===== src/rtl/vga_pattern_gen.sv =====
// Mode-switchable RGB332 test-pattern generator driven by VGA timing counters.
// Six patterns; mode changes only on the frame boundary, and the pixel output is registered.
module vga_pattern_gen #(
    parameter int unsigned HC_W            = 11,
    parameter int unsigned VC_W            = 11,
    parameter int unsigned HBP             = 360,
    parameter int unsigned VBP             = 41,
    parameter int unsigned STRIPE_LOG2     = 4,
    parameter int unsigned BAR_W           = 160,
    parameter logic [7:0]  SOLID_RGB       = 8'b000_111_00,
    parameter int unsigned INIT_MODE       = 0,
    parameter int unsigned FRAMES_PER_MODE = 120,
    parameter int unsigned SCROLL_STEP     = 1
) (
    input  logic            clk,
    input  logic            clr,
    input  logic            vidon,
    input  logic [HC_W-1:0] hc,
    input  logic [VC_W-1:0] vc,
    input  logic            next,
    input  logic            auto,
    output logic [2:0]      red,
    output logic [2:0]      green,
    output logic [1:0]      blue,
    output logic [2:0]      mode
);

    localparam int unsigned BC_W = (BAR_W > 1) ? $clog2(BAR_W) : 1;
    localparam int unsigned FC_W = (FRAMES_PER_MODE > 1) ? $clog2(FRAMES_PER_MODE) : 1;

    localparam logic [HC_W-1:0] HBP_V    = HC_W'(HBP);
    localparam logic [HC_W-1:0] HBP_M1   = HC_W'(HBP - 1);
    localparam logic [VC_W-1:0] VBP_V    = VC_W'(VBP);
    localparam logic [VC_W-1:0] STEP_V   = VC_W'(SCROLL_STEP);
    localparam logic [BC_W-1:0] BAR_LAST = BC_W'(BAR_W - 1);
    localparam logic [FC_W-1:0] FC_LAST  = FC_W'(FRAMES_PER_MODE - 1);

    localparam logic [7:0] RGB_RED   = 8'b111_000_00;
    localparam logic [7:0] RGB_GREEN = 8'b000_111_00;

    typedef enum logic [2:0] {
        StSolid   = 3'd0,
        StHstripe = 3'd1,
        StVstripe = 3'd2,
        StChecker = 3'd3,
        StBars    = 3'd4,
        StScroll  = 3'd5
    } mode_e;

    localparam mode_e INIT_ST = mode_e'(3'(INIT_MODE));

    mode_e            mode_q, mode_d;
    logic             pending_q, pending_d;
    logic [FC_W-1:0]  frame_cnt_q, frame_cnt_d;
    logic [VC_W-1:0]  scroll_q, scroll_d;
    logic [BC_W-1:0]  bar_cnt_q, bar_cnt_d;
    logic [2:0]       bar_idx_q, bar_idx_d;
    logic [7:0]       rgb_q, rgb_d;

    logic             frame_tick;
    logic             auto_hit;
    logic             advance;
    logic [HC_W-1:0]  x;
    logic [VC_W-1:0]  y;
    logic [VC_W-1:0]  y_scr;
    logic [7:0]       hstripe_rgb;
    logic [7:0]       vstripe_rgb;
    logic [7:0]       scroll_rgb;
    logic [7:0]       checker_rgb;
    logic [7:0]       bar_rgb;
    logic             unused_bits;

    assign frame_tick = (hc == '0) && (vc == '0);
    assign auto_hit   = auto && (frame_cnt_q == FC_LAST);
    // A next pulse coincident with the tick counts for that tick.
    assign advance    = frame_tick && (pending_q || next || auto_hit);

    // Mode FSM: state register.
    always_ff @(posedge clk) begin
        if (clr) begin
            mode_q <= INIT_ST;
        end else begin
            mode_q <= mode_d;
        end
    end

    // Mode FSM: next state.
    always_comb begin
        mode_d = mode_q;
        if (advance) begin
            case (mode_q)
                StSolid:   mode_d = StHstripe;
                StHstripe: mode_d = StVstripe;
                StVstripe: mode_d = StChecker;
                StChecker: mode_d = StBars;
                StBars:    mode_d = StScroll;
                StScroll:  mode_d = StSolid;
                default:   mode_d = StSolid;
            endcase
        end
    end

    // Mode FSM: outputs.
    always_comb begin
        mode = mode_q;
    end

    always_comb begin
        pending_d   = pending_q | next;
        frame_cnt_d = frame_cnt_q;
        if (advance) begin
            pending_d   = 1'b0;
            frame_cnt_d = '0;
        end else if (frame_tick && auto) begin
            frame_cnt_d = frame_cnt_q + 1'b1;
        end
    end

    always_comb begin
        scroll_d = frame_tick ? (scroll_q + STEP_V) : scroll_q;
    end

    // Counters are realigned one cycle ahead so they describe x = 0 when hc reaches HBP.
    always_comb begin
        bar_cnt_d = bar_cnt_q + 1'b1;
        bar_idx_d = bar_idx_q;
        if (hc == HBP_M1) begin
            bar_cnt_d = '0;
            bar_idx_d = 3'd0;
        end else if (bar_cnt_q == BAR_LAST) begin
            bar_cnt_d = '0;
            bar_idx_d = (bar_idx_q == 3'd7) ? 3'd7 : bar_idx_q + 3'd1;
        end
    end

    assign x     = hc - HBP_V;
    assign y     = vc - VBP_V;
    assign y_scr = y + scroll_q;

    assign hstripe_rgb = y[STRIPE_LOG2]     ? RGB_GREEN : RGB_RED;
    assign vstripe_rgb = x[STRIPE_LOG2]     ? RGB_GREEN : RGB_RED;
    assign scroll_rgb  = y_scr[STRIPE_LOG2] ? RGB_GREEN : RGB_RED;
    assign checker_rgb = (x[STRIPE_LOG2] ^ y[STRIPE_LOG2]) ? 8'hFF : 8'h00;

    always_comb begin
        unique case (bar_idx_q)
            3'd0: bar_rgb = 8'hFF;
            3'd1: bar_rgb = 8'hFC;
            3'd2: bar_rgb = 8'h1F;
            3'd3: bar_rgb = 8'h1C;
            3'd4: bar_rgb = 8'hE3;
            3'd5: bar_rgb = 8'hE0;
            3'd6: bar_rgb = 8'h03;
            3'd7: bar_rgb = 8'h00;
        endcase
    end

    always_comb begin
        rgb_d = 8'h00;
        if (vidon) begin
            case (mode_q)
                StSolid:   rgb_d = SOLID_RGB;
                StHstripe: rgb_d = hstripe_rgb;
                StVstripe: rgb_d = vstripe_rgb;
                StChecker: rgb_d = checker_rgb;
                StBars:    rgb_d = bar_rgb;
                StScroll:  rgb_d = scroll_rgb;
                default:   rgb_d = 8'h00;
            endcase
        end
    end

    always_ff @(posedge clk) begin
        if (clr) begin
            pending_q   <= 1'b0;
            frame_cnt_q <= '0;
            scroll_q    <= '0;
            bar_cnt_q   <= '0;
            bar_idx_q   <= 3'd0;
            rgb_q       <= 8'h00;
        end else begin
            pending_q   <= pending_d;
            frame_cnt_q <= frame_cnt_d;
            scroll_q    <= scroll_d;
            bar_cnt_q   <= bar_cnt_d;
            bar_idx_q   <= bar_idx_d;
            rgb_q       <= rgb_d;
        end
    end

    assign red   = rgb_q[7:5];
    assign green = rgb_q[4:2];
    assign blue  = rgb_q[1:0];

    // Only the stripe-select bit of each coordinate feeds the patterns.
    assign unused_bits = ^{x, y, y_scr};

endmodule


===== config.mk =====
export PLATFORM = sky130hd
export DESIGN_NAME = vga_pattern_gen
export DESIGN_NICKNAME = d
export VERILOG_FILES = /design/src/rtl/vga_pattern_gen.sv
export SDC_FILE = /design/constraint.sdc
export NUM_CORES = 1
export LEC_CHECK = 0
export CAP_MARGIN = 20
export CORE_MARGIN = 4
export CORE_UTILIZATION = 54
export DETAILED_ROUTE_END_ITERATION = 7
export GPL_TIMING_DRIVEN = 0
export PLACE_DENSITY = 0.84
export SLEW_MARGIN = 10
export SYNTH_ARGS = -nofsm -noshare
export SYNTH_HDL_FRONTEND = slang
export SYNTH_SLANG_ARGS = --single-unit

===== constraint.sdc =====
create_clock -name clk -period 6.19 [get_ports clk]
set_input_delay 0.619 -clock clk [delete_from_list [all_inputs] [get_ports clk]]
set_output_delay 0.619 -clock clk [all_outputs]
set_load 0.05 [all_outputs]

==> results.md <==
- Die span in x: 65.9 um
- Crit path max fanout: 7
- Fin Setup TNS: 0 ps
- CTS clk-pin slew, worst paths: 100 ps
- Final worst path period share: 0.423
- Critical path's slowest cell: or3b_4
- CP arrival: 2880 ps
- Crit-path cells: clkdlybuf4s50_1, inv_1, ha_1, nor4b_1, nand4_1, or3b_4, or4_1, a21oi_1
- Reg-to-Reg End: mode[1]
- Vias in the first global route: 1,616
- Flop-to-flop setup slack: 4050 ps
- Hold Slack: 453 ps
- Drt pass-1 iters: 4
- Post-DP HPWL: 2.98 mm
- Critical path capture point type: register
- Crit-path leading delay family: simple AND/OR/NAND/NOR gates
- Cell Area, Synth: 1810 um2
- RSZ-0062 raised after global routing: false
- Slew headroom: 0.376
- Worst Hold Class: register to register
- Worst path max stage delay: 500 ps
- Top post-synthesis cells by area: dfxtp_1, nor2_1, ha_1, a21oi_1, xnor2_1
- Fraction of layout instances using a drive strength above 1: 0.0755
- Logic pwr share: 0.132
- Post-cts gate resize count: 0
- Area grow syn2layout: 25.8%
- Switching Power: 95.8 uW
- Initial DRC Count: 114
- CTS Sinks: 33
- Slew Viols, Final: 0
- Hold-fix buffers, CTS: 0
- Design area: 2280 um2
- Min-delay src: bar_cnt_q[0]
- Port bufs: 36
- Period minus WS final: 2620 ps
- Total gr overflow: 0
- CTS tree: yes
- Max Freq: 382 MHz
- Via density: 5.47
- PwrDens: 167 nW/um2
- Initial core utilization: 0.579
- Ports: 38
- Core Region: 3130 um2
- LEAKAGE: 0.000866 uW
- Status: finished, final reports clean
- Post-CTS Setup Inserts: 0
- Placed cell areas: 2230 um2
- Synth Instances: 221
- Synth top area share: 0.365
- Post-Place Worst Slack: 3220 ps
- Post-synth top area cell: dfxtp_1
- Endpoints failing setup: 0
- Net Sw Frac: 0.252
- Worst r2r src: frame_cnt_q[0]
- CTS Buf Count: 5
- Final Hold Fails: 0
- Die Y: 65.9 um
- Worst Setup Slack, final: 3570 ps
- VDD IR-drop max: 0.104 mV
- Flop pwr share: 0.568
- Routed vias: 1,689
- CP required: 6460 ps
- Die ar.: 4350 um2
- Htree depth: 2
- Mapped Nets: 257
- Clock Latency Late Sink: 330 ps
- Clock share of power: 0.301
- Row Count: 20
- Nets@finish: 300
- Sequential element share of the synthesized area: 0.365
- Antenna Nets Post-Route: 0
- WL/cell: 12.4 um
- Hold Path End: bar_cnt_q[0]
- Synth Register Bits: 33
- DRC Markers: 0
- Largest net degree at the start of global routing: 11
- Slew @ Worst Pin: 928 ps
- Routed Wire Length: 3.83 mm
- RePlAce Congestion: 0.890
- Distinct cells, synth: 42
- Filler cells: 265
- Final Power: 381 uW
- Max cap viols: 0
- Synthesis Warnings: 0
- WS Path Type: input port to register
- Clk root buf: clkbuf_4
- Antenna violations before repair: 0
- Clock skew: 5.51 ps
- CP Launch Type: input port
- Clock Path Buffers: 2
- First-pass GRT wire length: 6.70 mm
- Antenna Cells: 0
- Total Routing Usage GR: 0.198
- Post-Synthesis Mean Instance Area: 8.20 um2
- CP Buf/Inv Count: 2
- WHS Path Cells: 1
- R2R depth: 6
- Internal cell power: 285 uW
## worst reg2reg max path: stages (launching register included)
cell     delay [ps]
dfxtp_1         370
ha_1            210
nand2_2         100
o41ai_4         390
or3b_4          460
or4_1           400
a21oi_1         160
## registers in the layout (all words and copies together), names as in the netlist
name,count
bar_rgb,3
pending_q,1
bar_cnt_q,8
frame_cnt_q,7
rgb_q,3
mode,3
bar_idx_q,3
scroll_q,5
## area by class of cell
type / count / area (um2) / area share
clock inverter: 2 / 10.0 / 0.00439
multi-input combinational: 166 / 1050 / 0.461
clock buffer: 6 / 41.3 / 0.0181
timing repair buffer: 36 / 360 / 0.158
inverter: 11 / 41.3 / 0.0181
buffer: 11 / 60.1 / 0.0264
tap: 44 / 55.1 / 0.0242
sequential: 33 / 661 / 0.290
## worst max-delay path by stage
stage / start / endpoint / slack (ps) / cells past startpoint
floorplan: vc[0] / mode[1] / 3930 / 7
global placement: vc[0] / mode[1] / 3260 / 8
detailed placement: vc[0] / mode[1] / 3220 / 8
CTS: vc[0] / mode[1] / 3570 / 8
global route: vc[0] / mode[1] / 3330 / 8
finish: vc[0] / mode[1] / 3570 / 8
## routing by layer
metal,GRT usage,vias to the layer above,part of all wire
met5,0,-,0
met2,0.324,43,0.45
li1,-,861,-
met4,0.0725,0,0.014
met3,0.0561,7,0.056
met1,0.244,778,0.48
## power by group through the flow
stage          Sequential, uW  Clock, uW  Combinational [uW]
6_report                  216        115                50.1
2_1_floorplan             222          0                24.2
3_5_place_dp              221          0                50.3
4_1_cts                   216        117                50.3
3_3_place_gp              221          0                49.3
5_1_grt                   217        127                54.8
## layout by cell type (no fill, tap or decap), types with 8 or more instances in the layout
cell type | Yosys | routed
a21oi_1 | 14 | 14
clkdlybuf4s50_1 | 0 | 36
dfxtp_1 | 33 | 33
ha_1 | 9 | 9
inv_1 | 11 | 11
nand2_1 | 16 | 16
nand3_1 | 11 | 11
nor2_1 | 32 | 32
nor3_1 | 10 | 10
o21ai_0 | 10 | 10
xnor2_1 | 8 | 8
## cell families (layout without fill, tap and decap cells)
family,Yosys count,in the layout,synth area share
compound gates,41,41,0.153
flops,33,33,0.365
mux,2,2,0.0111
buf+inv,22,66,0.0559
simple gates,100,100,0.277
fa+ha+maj,9,9,0.0622
xor+xnor,14,14,0.0760
## synthesized netlist by cell type (all sizes together)
| cell | count |
|---|---|
| xor2 | 5 |
| nand4 | 4 |
| a21oi | 14 |
| o21ai | 10 |
| nand3 | 11 |
| xnor2 | 8 |
| ha | 9 |
| nor4b | 1 |
| and3 | 2 |
| nor2b | 2 |
| a211o | 1 |
| or2 | 4 |
| or3b | 2 |
| inv | 11 |
| nor4 | 5 |
| or4 | 1 |
| nand2b | 2 |
| a211oi | 3 |
| and4 | 2 |
| nand3b | 4 |
| o41ai | 2 |
| nor2 | 32 |
| nor3 | 10 |
| clkbuf | 5 |
| dfxtp | 33 |
| xor3 | 1 |
| o21bai | 2 |
| o31ai | 2 |
| and2b | 1 |
| a31oi | 1 |
| o211ai | 1 |
| mux2i | 2 |
| a32o | 1 |
| o221a | 1 |
| a21boi | 2 |
| nand2 | 17 |
| o211a | 1 |
| buf | 6 |
## metrics by stage
step,utilization,std cells
3_5_place_dp,0.712,301
6_report,0.728,309
5_1_grt,0.728,309
2_1_floorplan,-,221
4_1_cts,0.728,309
3_3_place_gp,0.712,301
Note: power is estimated with default switching activity, not from simulation.
